--- src/rtl/sqrt_conv_param.sv ---
`default_nettype none
// ============================================================================
// Module   : sqrt_conv_param
// Purpose  : Integer square root floor(sqrt(arg)) of an unsigned ARG_WIDTH-bit
//            argument. Bit-serial restoring algorithm, one result bit per
//            clock, ready/valid handshakes on both the argument and result
//            sides.
// Ports    : clk        - rising-edge clock
//            reset      - synchronous, active-high reset
//            arg_valid  - upstream offers an argument
//            arg_ready  - block is idle and accepts an argument
//            arg        - unsigned argument (ARG_WIDTH bits)
//            sqrt_valid - result is presented
//            sqrt_ready - downstream accepts the result
//            sqrt_res   - floor(sqrt(arg)) (RES_WIDTH bits)
//            busy       - conversion in progress or result pending
//            sqrt_rem   - arg - sqrt_res^2 (RES_WIDTH+1 bits); only present
//                         when SQRT_CONV_REM_EN is defined
// Config   : SQRT_CONV_REM_EN - adds the sqrt_rem port and its output register
// Revision : 1.0 - initial release
// ============================================================================
module sqrt_conv_param #(
    parameter  int ARG_WIDTH = 8,
    localparam int RES_WIDTH = ARG_WIDTH / 2
) (
    input  logic                 clk,
    input  logic                 reset,
    input  logic                 arg_valid,
    output logic                 arg_ready,
    input  logic [ARG_WIDTH-1:0] arg,
    output logic                 sqrt_valid,
    input  logic                 sqrt_ready,
    output logic [RES_WIDTH-1:0] sqrt_res,
    output logic                 busy
`ifdef SQRT_CONV_REM_EN
   ,output logic [RES_WIDTH:0]   sqrt_rem
`endif
);

    // Reject odd or too-small argument widths at elaboration.
    generate
        if ((ARG_WIDTH < 2) || ((ARG_WIDTH % 2) != 0)) begin : g_arg_width_check
            $error("sqrt_conv_param: ARG_WIDTH must be even and at least 2");
        end
    endgenerate

    localparam int CNT_W = (RES_WIDTH > 1) ? $clog2(RES_WIDTH) : 1;

    localparam logic [1:0] S_IDLE = 2'd0;
    localparam logic [1:0] S_CALC = 2'd1;
    localparam logic [1:0] S_DONE = 2'd2;

    logic [1:0]           r_state;
    logic [ARG_WIDTH-1:0] r_radicand;
    logic [RES_WIDTH-1:0] r_root;
    logic [RES_WIDTH+1:0] r_rem;
    logic [CNT_W-1:0]     r_count;
    logic [RES_WIDTH-1:0] r_res;
`ifdef SQRT_CONV_REM_EN
    logic [RES_WIDTH:0]   r_rem_out;
`endif

    // One restoring iteration. While the root still has fewer than RES_WIDTH
    // bits the running remainder is at most 2*root < 2^RES_WIDTH, so only its
    // low RES_WIDTH bits take part in the shift.
    logic [RES_WIDTH+1:0] w_shifted;
    logic [RES_WIDTH+1:0] w_subtrahend;
    logic [RES_WIDTH+2:0] w_trial;
    logic                 w_trial_neg;
    logic [RES_WIDTH+1:0] w_next_rem;
    logic [RES_WIDTH:0]   w_root_ext;
    logic [RES_WIDTH-1:0] w_next_root;
    logic                 w_unused;

    assign w_shifted    = {r_rem[RES_WIDTH-1:0], r_radicand[ARG_WIDTH-1 -: 2]};
    assign w_subtrahend = {r_root, 2'b01};
    // Extra top bit acts as the sign of the trial subtraction.
    assign w_trial      = {1'b0, w_shifted} - {1'b0, w_subtrahend};
    assign w_trial_neg  = w_trial[RES_WIDTH+2];
    assign w_next_rem   = w_trial_neg ? w_shifted : w_trial[RES_WIDTH+1:0];
    assign w_root_ext   = {r_root, ~w_trial_neg};
    assign w_next_root  = w_root_ext[RES_WIDTH-1:0];

    // Bits that are provably zero by the remainder bound above.
    assign w_unused = ^{r_rem[RES_WIDTH+1:RES_WIDTH], w_root_ext[RES_WIDTH],
                        w_next_rem[RES_WIDTH+1]};

    always_ff @(posedge clk) begin
        if (reset) begin
            r_state    <= S_IDLE;
            r_radicand <= '0;
            r_root     <= '0;
            r_rem      <= '0;
            r_count    <= '0;
            r_res      <= '0;
`ifdef SQRT_CONV_REM_EN
            r_rem_out  <= '0;
`endif
        end else begin
            case (r_state)
                S_IDLE: begin
                    if (arg_valid) begin
                        r_radicand <= arg;
                        r_root     <= '0;
                        r_rem      <= '0;
                        r_count    <= CNT_W'(RES_WIDTH - 1);
                        r_state    <= S_CALC;
                    end
                end
                S_CALC: begin
                    r_radicand <= r_radicand << 2;
                    r_root     <= w_next_root;
                    r_rem      <= w_next_rem;
                    r_count    <= r_count - CNT_W'(1);
                    if (r_count == '0) begin
                        // Last bit resolved: capture the result registers so
                        // they stay stable through DONE.
                        r_res     <= w_next_root;
`ifdef SQRT_CONV_REM_EN
                        r_rem_out <= w_next_rem[RES_WIDTH:0];
`endif
                        r_state   <= S_DONE;
                    end
                end
                S_DONE: begin
                    if (sqrt_ready) begin
                        r_state <= S_IDLE;
                    end
                end
                default: begin
                    r_state <= S_IDLE;
                end
            endcase
        end
    end

    // Handshake flags depend on the state register only.
    assign arg_ready  = (r_state == S_IDLE);
    assign sqrt_valid = (r_state == S_DONE);
    assign busy       = (r_state == S_CALC) || (r_state == S_DONE);
    assign sqrt_res   = r_res;
`ifdef SQRT_CONV_REM_EN
    assign sqrt_rem   = r_rem_out;
`endif

endmodule
`default_nettype wire

--- config.mk ---
export PLATFORM = sky130hd
export DESIGN_NAME = sqrt_conv_param
export DESIGN_NICKNAME = d
export VERILOG_FILES = /design/src/rtl/sqrt_conv_param.sv
export SDC_FILE = /design/constraint.sdc
export NUM_CORES = 1
export LEC_CHECK = 0
export ABC_AREA = 1
export CAP_MARGIN = 25
export CORE_MARGIN = 5
export CORE_UTILIZATION = 56
export DETAILED_ROUTE_END_ITERATION = 12
export PLACE_DENSITY = 0.83
export REMOVE_ABC_BUFFERS = 1
export SLEW_MARGIN = 20
export SYNTH_ARGS = -nofsm -noshare
export SYNTH_HDL_FRONTEND = slang
export SYNTH_SLANG_ARGS = --single-unit
--- constraint.sdc ---
create_clock -name clk -period 2.6 [get_ports clk]
set_input_delay 0.52 -clock clk [delete_from_list [all_inputs] [get_ports clk]]
set_output_delay 0.52 -clock clk [all_outputs]
set_load 0.02 [all_outputs]
==> results.py <==
metrics = {
    "critical_path": {
        "crit_family": "buffers and inverters",
        "critPathArrivalTime_ns": 1.67,
        "r2r.worst_path.cells": 6,
        "crit_type": "flop to output port",
        "path_cells": "inv_1 > ha_1 > clkdlybuf4s50_1",
        "cp-start-kind": "flop",
        "worst-path-buf-inv": 2,
        "cp_max_fo": 3,
        "cp_slowest_stage_delay_ns": 0.60,
        "cpMaxStageDelayCell": "clkdlybuf4s50_1",
        "r2r_slack_ns": 0.75,
        "rr_startpoint": "r_state[1]",
        "reg2reg_to": "r_radicand[3]",
        "end_kind": "output port",
        "required_ns": 2.08,
    },
    "floorplan": {
        "io_pins": 19,
        "die_w_um": 56.63,
        "rows": 16,
        "die-area_um2": 3206,
        "chipHeight_um": 56.63,
        "core_area_um2": 2022,
        "initial_core_util_pct": 60.21,
    },
    "cts": {
        "clock_path_buffers": 2,
        "cts_hold_buf": 0,
        "postCtsSetupRepairBufs": 0,
        "clk_latency_ns": 0.31,
        "clock-sinks": 24,
        "htree_levels": 1,
        "cts_resized": 0,
        "clockRootBuffer": "clkbuf_4",
        "cts_made_buffers": 3,
        "cts_tree": "built",
        "path_clk_slew_ns": 0.13,
    },
    "synthesis": {
        "synth.distinct_cells": 20,
        "netlist_area_um2": 1217,
        "ys_seq_elements": 24,
        "avgSynthCellArea_um2": 7.423,
        "synthCells": 164,
        "synth_warnings": 0,
        "seq_area_frac_synth_pct": 39.47,
    },
    "run_status": {
        "status": "completed",
    },
    "power_and_ir_drop": {
        "p_int_mw": 1.068,
        "comb_power_share_pct": 56.1,
        "p_per_area_nw_per_um2": 1341,
        "peakVddDrop_v": 0.0009341,
        "p_switching_mw": 0.8816,
        "power_mw": 1.950,
        "p_sw_share_pct": 45.22,
        "seqPwrFrac_pct": 30.3,
        "p_clk_share_pct": 13.6,
        "p_leak_nw": 0.6280,
    },
    "layout": {
        "regArea_um2": 480.5,
        "syn2layout_area_growth_pct": 19.42,
        "fill_cells": 172,
        "stdcell_area_um2": 1454,
        "drive_gt1_share_pct": 6.593,
        "antenna_cells": 0,
        "final_nets": 205,
        "multi_input_area_um2": 613.1,
    },
    "place": {
        "hpwl_mm": 1.988,
        "routabilityCongestion": 0.8102,
        "port_buffers": 18,
        "placedInstanceArea_um2": 1401,
    },
    "grt": {
        "grt_pass1_vias": 994,
        "overflow": 0,
        "grt.total_usage_pct": 15.31,
        "grt_max_degree": 16,
        "grt_pass1_wl_mm": 3.988,
        "antenna_found_initial": 0,
    },
    "detailed_routing": {
        "drtIter0Drc": 54,
        "drt-vias-per-instance": 5.335,
        "wire_per_inst_um": 12.02,
        "vias": 1115,
        "ant_nets": 0,
        "drcViolationCount": 0,
        "wl_mm": 2.512,
        "firstDrtPassIters": 4,
    },
    "timing": {
        "final.period_utilization_pct": 84.19,
        "finClkSkew_ns": 0.008962,
        "hold_violations": 0,
        "setup_viol": 0,
        "rsz0062_at_grt": "no",
        "maxSlewViolCount": 0,
        "worst_slew_pin_slew_ns": 0.5338,
        "tns_ns": 0,
        "timing.fmax_ghz": 0.4568,
        "slew_headroom_pct": 64.41,
        "period_needed_ns": 2.189,
    },
    "min_path": {
        "hp-start": "r_root[3]",
        "whs_path_depth": 2,
        "hp-class": "flop to flop",
        "hold_end": "r_root[3]",
    },
    "job": {
        "maxCapViolations": 0,
    },
}
## cell usage in the layout, fill, tap and decap left out, drive strengths merged
cell type,count
ha,10
dfxtp,24
nand2,43
a31oi,6
a211oi,1
buf,1
bufinv,1
clkbuf,3
nand3,10
a221oi,1
nor2,12
xor2,1
o21ai,12
inv,23
nand3b,1
clkdlybuf4s50,18
o221ai,1
a21oi,14
## layer usage
metal  share of wire, %  global-route usage, %  wire [um]
met3                4.1                  3.211        102
met1                 43                  17.29       1076
met4               0.76                  4.068         19
met5                  0                      0          0
met2                 52                  28.55       1314
## stage by stage
stage	instances	worst slack, ns	util (%)	hold WS [ns]
after floorplan	159	0.9375	-	0.4337
after global placement	205	0.6743	69.31	0.4531
after detailed placement	205	0.5826	69.31	0.4564
after CTS	209	0.3958	71.91	0.4755
after global routing	209	0.3296	71.91	0.4925
final	209	0.4110	71.91	0.4730
## cell type report
cell class	instances	share of cell area, %
clock buffers	3	1.549
clock inverters	1	2.065
inverters	23	5.938
multi-input cells	112	42.17
flip-flops and latches	24	33.05
well taps	27	2.324
repair buffers	19	12.91
## worst register-to-register path, stage by stage, from the launching register on
cell     delay (ns)
dfxtp_1        0.36
inv_1          0.08
ha_1           0.31
o21ai_2        0.48
inv_2          0.22
o21ai_0        0.20
a31oi_1        0.07
## power groups by stage
stage                     clock, mW  sequential [mW]  combinational, mW
after floorplan                   0            0.602              0.776
after global placement            0            0.589               1.03
after detailed placement          0            0.596               1.09
after CTS                     0.270            0.589               1.09
after global routing          0.287            0.606               1.21
final                         0.265            0.591               1.09
## worst max path at each step
stage,from,to,slack (ns),depth (start not counted)
final,r_state[0],busy,0.41,3
after global routing,r_state[0],busy,0.33,3
after CTS,r_state[0],busy,0.40,3
after detailed placement,arg_valid,r_radicand[2],0.58,7
after global placement,arg_valid,r_radicand[7],0.67,7
after floorplan,r_state[0],r_radicand[2],0.94,9
## state kept, by name, indices dropped and copies added (netlist names)
| signal | count |
|---|---|
| r_rem | 4 |
| r_state | 2 |
| sqrt_res | 4 |
| r_count | 2 |
| r_radicand | 8 |
| r_root | 4 |
## synth_stat cells
| master | number | area, um2 |
|---|---|---|
| a221oi_1 | 1 | 8.760 |
| nand3b_1 | 1 | 7.510 |
| clkbuf_1 | 2 | 7.510 |
| nor2_1 | 10 | 37.54 |
| a21oi_1 | 14 | 70.07 |
| nand2_1 | 43 | 161.4 |
| nor2_4 | 2 | 22.52 |
| dfxtp_1 | 24 | 480.5 |
| ha_1 | 10 | 125.1 |
| nand3_1 | 10 | 50.05 |
| o21ai_0 | 10 | 50.05 |
| inv_1 | 20 | 75.07 |
| buf_4 | 1 | 7.510 |
| inv_2 | 3 | 11.26 |
| a31oi_1 | 6 | 37.54 |
| a211oi_1 | 1 | 7.510 |
| o21ai_2 | 2 | 17.52 |
| buf_6 | 2 | 22.52 |
| o221ai_1 | 1 | 8.760 |
| xor2_1 | 1 | 8.760 |
## cells by family (layout without fill, tap and decap cells)
group / count (synthesis) / after routing / share of synthesized area, %
xor gates and xnor gates: 1 / 1 / 0.7196
DFF: 24 / 24 / 39.47
adders and majority gates: 10 / 10 / 10.28
buffers and inverters: 28 / 46 / 10.17
and+or+nand+nor: 66 / 66 / 22.92
AOI/OAI and AO/OA: 35 / 35 / 16.45
Power figures use the tool's default switching activity.
